==> config.mk <==
export PLATFORM = sky130hd
export DESIGN_NAME = fetch_stage
export DESIGN_NICKNAME = d
export VERILOG_FILES = /design/src/rtl/fetch_stage_pkg.sv /design/src/rtl/fetch_stage_if_id_reg.sv /design/src/rtl/fetch_stage.sv
export SDC_FILE = /design/constraint.sdc
export NUM_CORES = 1
export LEC_CHECK = 0
export ABC_AREA = 1
export ABC_CLOCK_PERIOD_IN_PS = 6600
export CORE_UTILIZATION = 45
export CTS_CLUSTER_SIZE = 24
export DETAILED_ROUTE_END_ITERATION = 12
export DONT_BUFFER_PORTS = 1
export GPL_ROUTABILITY_DRIVEN = 0
export MAX_ROUTING_LAYER = met4
export SLEW_MARGIN = 25
export SYNTH_ARGS = -nofsm -noshare
export SYNTH_HDL_FRONTEND = slang
export SYNTH_SLANG_ARGS = --single-unit
==> constraint.sdc <==
create_clock -name clk -period 6.6 [get_ports clk]
set_input_delay 1.65 -clock clk [delete_from_list [all_inputs] [get_ports clk]]
set_output_delay 1.65 -clock clk [all_outputs]
set_load 0.01 [all_outputs]
==> src/rtl/fetch_stage_pkg.sv <==
// ----------------------------------------------------------------------------
// fetch_stage_pkg
//   Shared definitions for the instruction-fetch stage and the pipeline
//   registers that follow it: datapath width, instruction size, the canonical
//   NOP used for bubbles, the IF/ID register payload and the next-PC select.
// ----------------------------------------------------------------------------
package fetch_stage_pkg;

    localparam int unsigned XLEN        = 32;
    localparam int unsigned INSTR_BYTES = 4;

    // addi x0, x0, 0
    localparam logic [XLEN-1:0] NOP_INSTR = 32'h0000_0013;

    typedef struct packed {
        logic [XLEN-1:0] instr;
        logic [XLEN-1:0] pc;
        logic [XLEN-1:0] pc4;
        logic            valid;
    } ifid_t;

    typedef enum logic [1:0] {
        PC_ADVANCE  = 2'd0,
        PC_HOLD     = 2'd1,
        PC_REDIRECT = 2'd2
    } pc_sel_e;

    // Force a byte address onto a word boundary.
    function automatic logic [XLEN-1:0] word_align(input logic [XLEN-1:0] addr);
        return {addr[XLEN-1:2], 2'b00};
    endfunction

endpackage

==> src/rtl/fetch_stage_if_id_reg.sv <==
// ----------------------------------------------------------------------------
// if_id_reg
//   Generic pipeline register carrying an instruction, its PC, PC+4 and a
//   valid bit. When enabled it either loads the incoming payload or, if
//   flush is also set, loads a NOP bubble (valid=0, pc/pc4=0). When not
//   enabled it holds. Flush has no effect while the register is held.
// Ports
//   clk    in   pipeline clock
//   rst    in   asynchronous active-high reset (loads the bubble)
//   en     in   update enable
//   flush  in   replace the incoming payload with a bubble
//   d      in   incoming payload
//   q      out  registered payload
// ----------------------------------------------------------------------------
module if_id_reg
    import fetch_stage_pkg::*;
(
    input  logic  clk,
    input  logic  rst,
    input  logic  en,
    input  logic  flush,
    input  ifid_t d,
    output ifid_t q
);

    ifid_t bubble;
    ifid_t reg_d;
    ifid_t reg_q;

    always_comb begin
        bubble       = '0;
        bubble.instr = NOP_INSTR;
    end

    always_comb begin
        reg_d = reg_q;
        if (en) begin
            reg_d = flush ? bubble : d;
        end
    end

    always_ff @(posedge clk or posedge rst) begin
        if (rst) begin
            reg_q <= bubble;
        end else begin
            reg_q <= reg_d;
        end
    end

    assign q = reg_q;

endmodule

==> src/rtl/fetch_stage.sv <==
// ----------------------------------------------------------------------------
// fetch_stage
//   Instruction-fetch stage. Owns the PC, presents it to a combinational
//   instruction memory and latches the returned word, its PC and PC+4 into
//   the IF/ID register. Supports decode stalls and EX-stage redirects (which
//   flush the wrong-path fetch), flags misaligned redirect targets and
//   out-of-range fetches (both sticky) and counts valid fetches.
// Parameters
//   RESET_PC    PC loaded on reset (word-aligned byte address)
//   IMEM_DEPTH  instruction memory size in words; PC[31:2] >= depth is out of range
// Ports
//   clk, rst        clock / asynchronous active-high reset
//   stall           hold PC, IF/ID and counter
//   redirect        load redirect_pc (wins over stall), flush IF/ID
//   redirect_pc     redirect target byte address
//   imem_addr       byte address to instruction memory (= PC)
//   imem_rd         instruction word for imem_addr
//   ifid_instr      registered instruction
//   ifid_pc         registered PC of ifid_instr
//   ifid_pc4        registered PC+4 of ifid_instr
//   ifid_valid      1 = real instruction, 0 = bubble
//   misalign_err    sticky: redirect target had nonzero low bits
//   oob_err         sticky: fetch attempted beyond IMEM_DEPTH
//   fetch_count     number of valid instructions latched (wraps)
// ----------------------------------------------------------------------------
module fetch_stage
    import fetch_stage_pkg::*;
#(
    parameter logic [31:0] RESET_PC   = 32'h0000_0000,
    parameter int unsigned IMEM_DEPTH = 1024
) (
    input  logic        clk,
    input  logic        rst,
    input  logic        stall,
    input  logic        redirect,
    input  logic [31:0] redirect_pc,
    output logic [31:0] imem_addr,
    input  logic [31:0] imem_rd,
    output logic [31:0] ifid_instr,
    output logic [31:0] ifid_pc,
    output logic [31:0] ifid_pc4,
    output logic        ifid_valid,
    output logic        misalign_err,
    output logic        oob_err,
    output logic [31:0] fetch_count
);

    localparam logic [XLEN-3:0] DEPTH_WORDS = (XLEN-2)'(IMEM_DEPTH);

    logic [XLEN-1:0] pc_d,          pc_q;
    logic            misalign_d,    misalign_q;
    logic            oob_d,         oob_q;
    logic [31:0]     fetch_count_d, fetch_count_q;

    pc_sel_e         pc_sel;
    logic [XLEN-1:0] pc_plus4;
    logic            pc_oob;
    logic            advance;
    logic            fetch_good;
    logic            ifid_en;
    logic            ifid_flush;
    ifid_t           ifid_in;
    ifid_t           ifid_out;

    assign pc_plus4  = pc_q + XLEN'(INSTR_BYTES);
    assign pc_oob    = (pc_q[XLEN-1:2] >= DEPTH_WORDS);
    assign imem_addr = pc_q;

    // Priority: redirect > stall > advance.
    always_comb begin
        pc_sel = PC_ADVANCE;
        if (redirect) begin
            pc_sel = PC_REDIRECT;
        end else if (stall) begin
            pc_sel = PC_HOLD;
        end
    end

    always_comb begin
        advance    = (pc_sel == PC_ADVANCE);
        fetch_good = advance && !pc_oob;
        ifid_en    = !stall || redirect;
        ifid_flush = redirect || pc_oob;
    end

    always_comb begin
        pc_d = pc_q;
        unique case (pc_sel)
            PC_REDIRECT: pc_d = word_align(redirect_pc);
            PC_HOLD:     pc_d = pc_q;
            default:     pc_d = pc_plus4;
        endcase
    end

    always_comb begin
        misalign_d    = misalign_q | (redirect && (redirect_pc[1:0] != 2'b00));
        oob_d         = oob_q | (advance && pc_oob);
        fetch_count_d = fetch_count_q + {31'b0, fetch_good};
    end

    always_ff @(posedge clk or posedge rst) begin
        if (rst) begin
            pc_q          <= RESET_PC;
            misalign_q    <= 1'b0;
            oob_q         <= 1'b0;
            fetch_count_q <= '0;
        end else begin
            pc_q          <= pc_d;
            misalign_q    <= misalign_d;
            oob_q         <= oob_d;
            fetch_count_q <= fetch_count_d;
        end
    end

    always_comb begin
        ifid_in.instr = imem_rd;
        ifid_in.pc    = pc_q;
        ifid_in.pc4   = pc_plus4;
        ifid_in.valid = 1'b1;
    end

    if_id_reg u_if_id_reg (
        .clk   (clk),
        .rst   (rst),
        .en    (ifid_en),
        .flush (ifid_flush),
        .d     (ifid_in),
        .q     (ifid_out)
    );

    assign ifid_instr   = ifid_out.instr;
    assign ifid_pc      = ifid_out.pc;
    assign ifid_pc4     = ifid_out.pc4;
    assign ifid_valid   = ifid_out.valid;
    assign misalign_err = misalign_q;
    assign oob_err      = oob_q;
    assign fetch_count  = fetch_count_q;

endmodule

==> results of run 1 <==
[stage by stage]
step	setup WS (ns)	utilization, %	std cells	total power, W
floorplan	0.7201	-	965	0.001132
global placement	1.983	47.46	1154	0.001163
detailed placement	1.905	47.46	1154	0.001165
CTS	2.346	51.25	1186	0.002179
global route	2.053	51.25	1186	0.002243
finish	2.346	51.25	1186	0.002157
[power by group through the flow]
stage | clock network (W) | logic (W) | registers, W
6_report | 0.00101 | 0.000118 | 0.00103
5_1_grt | 0.00107 | 0.000138 | 0.00103
4_1_cts | 0.00103 | 0.000120 | 0.00103
3_5_place_dp | 0 | 0.000119 | 0.00105
3_3_place_gp | 0 | 0.000118 | 0.00105
2_1_floorplan | 0 | 0.000100 | 0.00103
[metal layers]
metal / vias up / global-route usage, % / share of wire, %
met2: 205 / 37.63 / 45
met1: 2794 / 30.58 / 43
met3: 25 / 8.888 / 10
met5: - / - / 0
li1: 2948 / - / -
met4: 0 / 7.911 / 1.7
[layout by cell type (no fill, tap or decap), types with 4 or more instances in the layout]
cell type                   count
sky130_fd_sc_hd__clkbuf_16     17
sky130_fd_sc_hd__conb_1         6
sky130_fd_sc_hd__dfrtp_1      154
sky130_fd_sc_hd__ha_1           4
sky130_fd_sc_hd__inv_1        109
sky130_fd_sc_hd__inv_2          4
sky130_fd_sc_hd__nand2_1      344
sky130_fd_sc_hd__nand3_1       48
sky130_fd_sc_hd__nand3b_1      14
sky130_fd_sc_hd__nand4_1        7
sky130_fd_sc_hd__nor2_1       146
sky130_fd_sc_hd__nor2_2         4
sky130_fd_sc_hd__nor3_1         4
sky130_fd_sc_hd__o211ai_1      11
sky130_fd_sc_hd__o21ai_0       43
sky130_fd_sc_hd__xnor2_1        4
sky130_fd_sc_hd__xor2_1        12
[kinds of logic after synthesis]
group                      count (synthesis)  share of synthesized area [%]
adders and majority gates                  4                         0.6678
xor gates and xnor gates                  16                          1.870
DFF                                      157                          52.47
and+or+nand+nor                          579                          32.29
other                                      1                        0.05004
buffers and inverters                    143                          8.147
AOI/OAI and AO/OA                         60                          4.508
[flip-flops by register name, summed over array words and instances (netlist names)]
signal / cells
misalign_err: 1
imem_addr: 30
fetch_count: 32
u_if_id_reg.q: 93
oob_err: 1
[critical path: stages]
cell and delay, ns:
sky130_fd_sc_hd__nor2_8 0.33, sky130_fd_sc_hd__nand4_2 0.44, sky130_fd_sc_hd__inv_2 0.58, sky130_fd_sc_hd__ha_1 0.41
sky130_fd_sc_hd__ha_1 0.32, sky130_fd_sc_hd__nand3_2 0.18, sky130_fd_sc_hd__nor2_4 0.19, sky130_fd_sc_hd__nand2_1 0.11
sky130_fd_sc_hd__nor2_2 0.13, sky130_fd_sc_hd__nand2_1 0.08, sky130_fd_sc_hd__xnor2_1 0.12
[final timing paths]
kind	startpoint	end	cells past startpoint
max	stall	fetch_count[24]	11
min	u_if_id_reg.q[69]	u_if_id_reg.q[69]	2
max reg2reg	imem_addr[26]	fetch_count[24]	13
min reg2reg	u_if_id_reg.q[69]	u_if_id_reg.q[69]	2
max in group asynchronous	rst	u_if_id_reg.q[3]	2
min in group asynchronous	rst	u_if_id_reg.q[25]	1
[cells in the mapped netlist, types with 2 or more instances]
master	count	area [µm²]
sky130_fd_sc_hd__nand2_1	344	1291
sky130_fd_sc_hd__dfrtp_1	154	3854
sky130_fd_sc_hd__nor2_1	146	548.0
sky130_fd_sc_hd__inv_1	110	412.9
sky130_fd_sc_hd__nand3_1	48	240.2
sky130_fd_sc_hd__o21ai_0	43	215.2
sky130_fd_sc_hd__nand3b_1	14	105.1
sky130_fd_sc_hd__xor2_1	12	105.1
sky130_fd_sc_hd__buf_2	11	55.05
sky130_fd_sc_hd__o211ai_1	11	82.58
sky130_fd_sc_hd__clkbuf_1	7	26.28
sky130_fd_sc_hd__nand4_1	7	43.79
sky130_fd_sc_hd__buf_4	6	45.04
sky130_fd_sc_hd__buf_6	5	56.30
sky130_fd_sc_hd__ha_1	4	50.05
sky130_fd_sc_hd__inv_2	4	15.01
sky130_fd_sc_hd__nor2_2	4	25.02
sky130_fd_sc_hd__nor3_1	4	20.02
sky130_fd_sc_hd__xnor2_1	4	35.03
sky130_fd_sc_hd__dfstp_2	3	78.83
sky130_fd_sc_hd__nor2_4	3	33.78
sky130_fd_sc_hd__a21oi_1	2	10.01
sky130_fd_sc_hd__a22o_1	2	17.52
sky130_fd_sc_hd__nor2_8	2	40.04
sky130_fd_sc_hd__nor3_2	2	20.02
[final cells by class]
class / count / area, µm² / share of cell area [%]
flip-flops and latches: 157 / 3933 / 47.79
multi-input cells: 665 / 2970 / 36.10
clock buffers: 20 / 446.7 / 5.428
inverters: 114 / 432.9 / 5.261
well taps: 216 / 270.3 / 3.284
clock inverters: 12 / 161.4 / 1.961
repair buffers: 2 / 15.01 / 0.1825
==> impl_metrics.xml, run 1 <==
<?xml version="1.0" encoding="UTF-8"?>
<metrics>
  <group name="timing">
    <metric name="finalSetupTns" unit="ns">0</metric>
    <metric name="final.period_utilization" unit="%">64.45</metric>
    <metric name="fin_skew" unit="ns">0.008505</metric>
    <metric name="timing_worst_slew_pin_value" unit="ns">0.9039</metric>
    <metric name="timing.final.crit_period" unit="ns">4.254</metric>
    <metric name="max_slew_violation_count" unit="">0</metric>
    <metric name="timing.final.hold_violations" unit="">0</metric>
    <metric name="hold_slack" unit="ns">0.5289</metric>
    <metric name="setup_viol" unit="">0</metric>
    <metric name="maxSlewHeadroom" unit="%">39.74</metric>
    <metric name="grt_setup_unrepaired" unit="">no</metric>
    <metric name="achievable-frequency" unit="MHz">235.1</metric>
  </group>
  <group name="floorplan">
    <metric name="core_footprint" unit="µm²">16060</metric>
    <metric name="start_util" unit="%">46.67</metric>
    <metric name="die_h" unit="µm">131.1</metric>
    <metric name="boundary_pin_count" unit="">231</metric>
    <metric name="die_x" unit="µm">131.1</metric>
    <metric name="row_count" unit="">46</metric>
    <metric name="fp.dieArea" unit="µm²">17180</metric>
  </group>
  <group name="status">
    <metric name="status" unit="">finished clean</metric>
  </group>
  <group name="setup_path">
    <metric name="worst_setup_path_end_kind" unit="">flop</metric>
    <metric name="startpoint_class_of_the_critical_path" unit="">input port</metric>
    <metric name="crit_path_max_fanout" unit="">30</metric>
    <metric name="path_class" unit="">input port to flop</metric>
    <metric name="timing.critical_path.required" unit="ns">6.89</metric>
    <metric name="worst-endpoint-arrival" unit="ns">4.55</metric>
    <metric name="r2r_setup_slack" unit="ns">3.01</metric>
  </group>
  <group name="cts">
    <metric name="cts_setup_buffers" unit="">0</metric>
    <metric name="number_of_buffers_created_by_cts" unit="">17</metric>
    <metric name="clock_sink_count" unit="">157</metric>
    <metric name="hold_buffers" unit="">0</metric>
    <metric name="cts.htree.levels" unit="">4</metric>
    <metric name="clk_root_buffer_cell" unit="">sky130_fd_sc_hd__clkbuf_16</metric>
    <metric name="cts_resized" unit="">0</metric>
    <metric name="tritoncts" unit="">yes</metric>
    <metric name="clockBufferDepth" unit="">2</metric>
    <metric name="worst_setup_hold_path_clk_slew" unit="ns">0.06</metric>
    <metric name="clk_latency" unit="ns">0.42</metric>
  </group>
  <group name="synthesis">
    <metric name="asyncSetResetFlopFracSynth" unit="%">100.0</metric>
    <metric name="synth-edff-count" unit="">0</metric>
    <metric name="synth_sequential_area_ratio" unit="%">52.47</metric>
    <metric name="number_of_library_cell_types_mapped_by_synthesis" unit="">33</metric>
    <metric name="yosys_register_bits" unit="">157</metric>
    <metric name="postSynth.topFlopCell" unit="">sky130_fd_sc_hd__dfrtp_1</metric>
    <metric name="gate_count_after_technology_mapping" unit="">960</metric>
    <metric name="synth.cell_area" unit="µm²">7495</metric>
    <metric name="synth_warnings" unit="">0</metric>
    <metric name="avgSynthCellArea" unit="µm²">7.807</metric>
  </group>
  <group name="power">
    <metric name="power.share.clock" unit="%">46.9</metric>
    <metric name="pwr_density_cell" unit="nW/µm²">262.1</metric>
    <metric name="p_leak" unit="nW">3.923</metric>
    <metric name="p_switching" unit="W">0.0005360</metric>
    <metric name="power.share.switching" unit="%">24.85</metric>
    <metric name="power.sequential.fraction" unit="%">47.6</metric>
    <metric name="vdd_drop_max" unit="µV">167.2</metric>
    <metric name="cell_internal_pwr" unit="W">0.001621</metric>
    <metric name="power_frac_comb" unit="%">5.5</metric>
  </group>
  <group name="global_route">
    <metric name="gr-total-overflow" unit="">0</metric>
    <metric name="gr-usage-all-layers" unit="%">24.70</metric>
    <metric name="grt_start_max_net_pins" unit="">97</metric>
    <metric name="number_of_global_route_vias_before_repair" unit="">5835</metric>
    <metric name="antenna_violations_before_repair" unit="">0</metric>
    <metric name="grt_pass1_wl" unit="µm">30770</metric>
  </group>
  <group name="route">
    <metric name="route.vias.total" unit="">5972</metric>
    <metric name="drt-wirelength-per-cell" unit="µm">16.75</metric>
    <metric name="wirelength" unit="µm">19870</metric>
    <metric name="first_iter_violations" unit="">407</metric>
    <metric name="vias_per_cell" unit="">5.035</metric>
    <metric name="drt_pre_antenna_iters" unit="">5</metric>
    <metric name="remaining_drc_errors" unit="">0</metric>
    <metric name="postRouteAntennaNets" unit="">0</metric>
  </group>
  <group name="placed_design">
    <metric name="portBuffers" unit="">0</metric>
    <metric name="dp_hpwl" unit="µm">14170</metric>
    <metric name="placed_area" unit="µm²">7621</metric>
  </group>
  <group name="min_path">
    <metric name="holdCritPathClass" unit="">flop to flop</metric>
  </group>
  <group name="cells_and_area">
    <metric name="insertedDiodeCount" unit="">0</metric>
    <metric name="filler_cell_count" unit="">1555</metric>
    <metric name="fin_nets" unit="">1029</metric>
    <metric name="final_layout_size_suffix_gt1_share" unit="%">5.670</metric>
    <metric name="fin_area" unit="µm²">8229</metric>
    <metric name="syn_to_final_growth" unit="%">9.800</metric>
  </group>
  <group name="run">
    <metric name="max_cap_violations" unit="">0</metric>
  </group>
</metrics>
Note: power is estimated with default switching activity, not from simulation.
==> run 2, diff against run 1 <==
--- a/config.mk
+++ b/config.mk
@@ -6,7 +6,7 @@
 export NUM_CORES = 1
 export LEC_CHECK = 0
 export ABC_AREA = 1
-export ABC_CLOCK_PERIOD_IN_PS = 6600
+export ABC_CLOCK_PERIOD_IN_PS = 3630
 export CORE_UTILIZATION = 45
 export CTS_CLUSTER_SIZE = 24
 export DETAILED_ROUTE_END_ITERATION = 12
==> constraint.sdc (replaced) <==
create_clock -name clk -period 3.63 [get_ports clk]
set_input_delay 0.9075 -clock clk [delete_from_list [all_inputs] [get_ports clk]]
set_output_delay 0.9075 -clock clk [all_outputs]
set_load 0.01 [all_outputs]
==> impl_metrics.xml, run 2 (synthesized netlist as in run 1, its figures left out) <==
<?xml version="1.0" encoding="UTF-8"?>
<metrics>
  <group name="global_route">
    <metric name="gr-total-overflow" unit="">0</metric>
    <metric name="gr-usage-all-layers" unit="%">23.89</metric>
    <metric name="antenna_violations_before_repair" unit="">0</metric>
    <metric name="grt_pass1_wl" unit="µm">29700</metric>
    <metric name="number_of_global_route_vias_before_repair" unit="">5577</metric>
    <metric name="grt_start_max_net_pins" unit="">55</metric>
  </group>
  <group name="timing">
    <metric name="maxSlewHeadroom" unit="%">37.90</metric>
    <metric name="max_slew_violation_count" unit="">0</metric>
    <metric name="final.period_utilization" unit="%">78.89</metric>
    <metric name="timing.final.hold_violations" unit="">0</metric>
    <metric name="setup_viol" unit="">0</metric>
    <metric name="achievable-frequency" unit="MHz">349.2</metric>
    <metric name="timing.final.crit_period" unit="ns">2.864</metric>
    <metric name="fin_skew" unit="ns">0.01171</metric>
    <metric name="timing_worst_slew_pin_value" unit="ns">0.9301</metric>
    <metric name="finalSetupTns" unit="ns">0</metric>
    <metric name="grt_setup_unrepaired" unit="">no</metric>
  </group>
  <group name="power">
    <metric name="p_leak" unit="nW">3.963</metric>
    <metric name="vdd_drop_max" unit="µV">328.5</metric>
    <metric name="pwr_density_cell" unit="nW/µm²">470.6</metric>
  </group>
  <group name="placed_design">
    <metric name="portBuffers" unit="">0</metric>
    <metric name="dp_hpwl" unit="µm">14260</metric>
  </group>
  <group name="floorplan">
    <metric name="start_util" unit="%">46.67</metric>
    <metric name="boundary_pin_count" unit="">231</metric>
    <metric name="die_h" unit="µm">131.1</metric>
    <metric name="core_footprint" unit="µm²">16060</metric>
    <metric name="die_x" unit="µm">131.1</metric>
    <metric name="fp.dieArea" unit="µm²">17180</metric>
    <metric name="row_count" unit="">46</metric>
  </group>
  <group name="setup_path">
    <metric name="crit_path_max_fanout" unit="">15</metric>
    <metric name="timing.critical_path.required" unit="ns">3.92</metric>
    <metric name="regToRegStartpoint" unit="">imem_addr[24]</metric>
    <metric name="startpoint_class_of_the_critical_path" unit="">flop</metric>
    <metric name="worst-endpoint-arrival" unit="ns">3.16</metric>
    <metric name="worst_setup_path_end_kind" unit="">flop</metric>
    <metric name="timing.critical_path.slowest_cell_delay" unit="ns">0.49</metric>
    <metric name="r2r_end" unit="">fetch_count[24]</metric>
    <metric name="startpoint" unit="">imem_addr[24]</metric>
    <metric name="r2r_setup_slack" unit="ns">0.77</metric>
    <metric name="critical-path-slowest-cell" unit="">sky130_fd_sc_hd__dfrtp_1</metric>
    <metric name="cp_top_family" unit="">simple AND/OR/NAND/NOR gates</metric>
    <metric name="critical_path.cell_chain" unit="">nor2_1 -&gt; nand3_1 -&gt; nor2_1 -&gt; nand4_2 -&gt; buf_4 -&gt; inv_2 -&gt; ha_1 -&gt; ha_1 -&gt; nand3_2 -&gt; nor2_4 -&gt; nand2_1 -&gt; nor2_2 -&gt; nand2_1 -&gt; xnor2_1</metric>
    <metric name="rr_worst_depth" unit="">14</metric>
    <metric name="path_class" unit="">flop to flop</metric>
    <metric name="cp.buffers_inverters" unit="">2</metric>
    <metric name="critical_path_cell_count" unit="">14</metric>
  </group>
  <group name="cts">
    <metric name="clockBufferDepth" unit="">2</metric>
    <metric name="hold_buffers" unit="">0</metric>
    <metric name="tritoncts" unit="">yes</metric>
    <metric name="cts_resized" unit="">0</metric>
    <metric name="clk_latency" unit="ns">0.42</metric>
    <metric name="worst_setup_hold_path_clk_slew" unit="ns">0.06</metric>
    <metric name="clk_root_buffer_cell" unit="">sky130_fd_sc_hd__clkbuf_16</metric>
    <metric name="clock_sink_count" unit="">157</metric>
    <metric name="cts.htree.levels" unit="">4</metric>
    <metric name="number_of_buffers_created_by_cts" unit="">17</metric>
    <metric name="cts_setup_buffers" unit="">0</metric>
  </group>
  <group name="cells_and_area">
    <metric name="mostFrequentLayoutCell" unit="">sky130_fd_sc_hd__nand2_1</metric>
    <metric name="final_core_utilization" unit="%">51.76</metric>
    <metric name="largest_register_ffs" unit="">93</metric>
    <metric name="final_layout_size_suffix_gt1_share" unit="%">6.250</metric>
    <metric name="most-common-layout-cells" unit="">sky130_fd_sc_hd__nand2_1, sky130_fd_sc_hd__dfrtp_1, sky130_fd_sc_hd__nor2_1</metric>
    <metric name="syn_to_final_growth" unit="%">10.90</metric>
    <metric name="fin_nets" unit="">1036</metric>
    <metric name="insertedDiodeCount" unit="">0</metric>
  </group>
  <group name="route">
    <metric name="postRouteAntennaNets" unit="">0</metric>
    <metric name="first_iter_violations" unit="">470</metric>
    <metric name="wirelength" unit="µm">19490</metric>
    <metric name="route.vias.total" unit="">6018</metric>
    <metric name="remaining_drc_errors" unit="">0</metric>
    <metric name="drt_pre_antenna_iters" unit="">5</metric>
    <metric name="drt-wirelength-per-cell" unit="µm">16.35</metric>
    <metric name="vias_per_cell" unit="">5.049</metric>
  </group>
  <group name="status">
    <metric name="status" unit="">finished clean</metric>
  </group>
  <group name="min_path">
    <metric name="holdCritPathClass" unit="">input port to async pin</metric>
  </group>
  <group name="run">
    <metric name="max_cap_violations" unit="">0</metric>
  </group>
</metrics>
[run 2: cell count changes in the layout (fill, tap and decap cells not counted), sizes merged]
cell	delta
buf	+7
clkbuf	-1
clkinv	-1
clkinvlp	+1
[run 2: worst max-delay path by stage]
stage | to | slack [ns]
2_1_floorplan | fetch_count[24] | 0.66
6_report | fetch_count[24] | 0.77
3_3_place_gp | fetch_count[24] | 0.69
4_1_cts | fetch_count[24] | 0.74
5_1_grt | fetch_count[30] | 0.52
3_5_place_dp | fetch_count[24] | 0.63
[run 2: cell type report]
cell class / instances / area, µm²
clock buffer: 19 / 432.9
fill: 1527 / 7746
tap: 216 / 270.3
sequential: 157 / 3933
inverter: 114 / 431.7
clock inverter: 12 / 161.4
multi-input combinational: 665 / 2970
timing repair buffer: 9 / 112.6
[run 2: stage by stage]
stage | total power (W) | cell area, µm² | hold slack, ns | cells | setup WS (ns)
floorplan | 0.002058 | 7517 | 0.4999 | 965 | 0.6619
global placement | 0.002117 | 7690 | 0.5199 | 1160 | 0.6899
detailed placement | 0.002120 | 7690 | 0.5242 | 1160 | 0.6288
CTS | 0.003949 | 8284 | 0.5353 | 1191 | 0.7443
global route | 0.004054 | 8312 | 0.4443 | 1192 | 0.5173
finish | 0.003912 | 8312 | 0.4155 | 1192 | 0.7662
[run 2: layer usage]
layer  GRT usage [%]  wire [µm]  vias to the layer above
met4           8.046        300                        0
met3           9.050       1974                       28
met5               -          0                        -
met1           29.90       8480                     2811
met2           35.48       8736                      229
li1                -          -                     2950
[run 2: report_power, final]
group | internal, W | switching (W) | total [W]
Clock | 0.00109 | 0.000737 | 0.00182
Combinational | 0.0000650 | 0.000158 | 0.000223
Sequential | 0.00178 | 0.0000818 | 0.00187
Total | 0.00293 | 0.000977 | 0.00391
[run 2: worst reg2reg max path: stages (launching register included)]
cell and delay (ns):
sky130_fd_sc_hd__dfrtp_1 0.49, sky130_fd_sc_hd__nor2_1 0.14, sky130_fd_sc_hd__nand3_1 0.07, sky130_fd_sc_hd__nor2_1 0.19, sky130_fd_sc_hd__nand4_2 0.11, sky130_fd_sc_hd__buf_4 0.22, sky130_fd_sc_hd__inv_2 0.08, sky130_fd_sc_hd__ha_1 0.28
sky130_fd_sc_hd__ha_1 0.31, sky130_fd_sc_hd__nand3_2 0.21, sky130_fd_sc_hd__nor2_4 0.19, sky130_fd_sc_hd__nand2_1 0.11, sky130_fd_sc_hd__nor2_2 0.13, sky130_fd_sc_hd__nand2_1 0.08, sky130_fd_sc_hd__xnor2_1 0.13
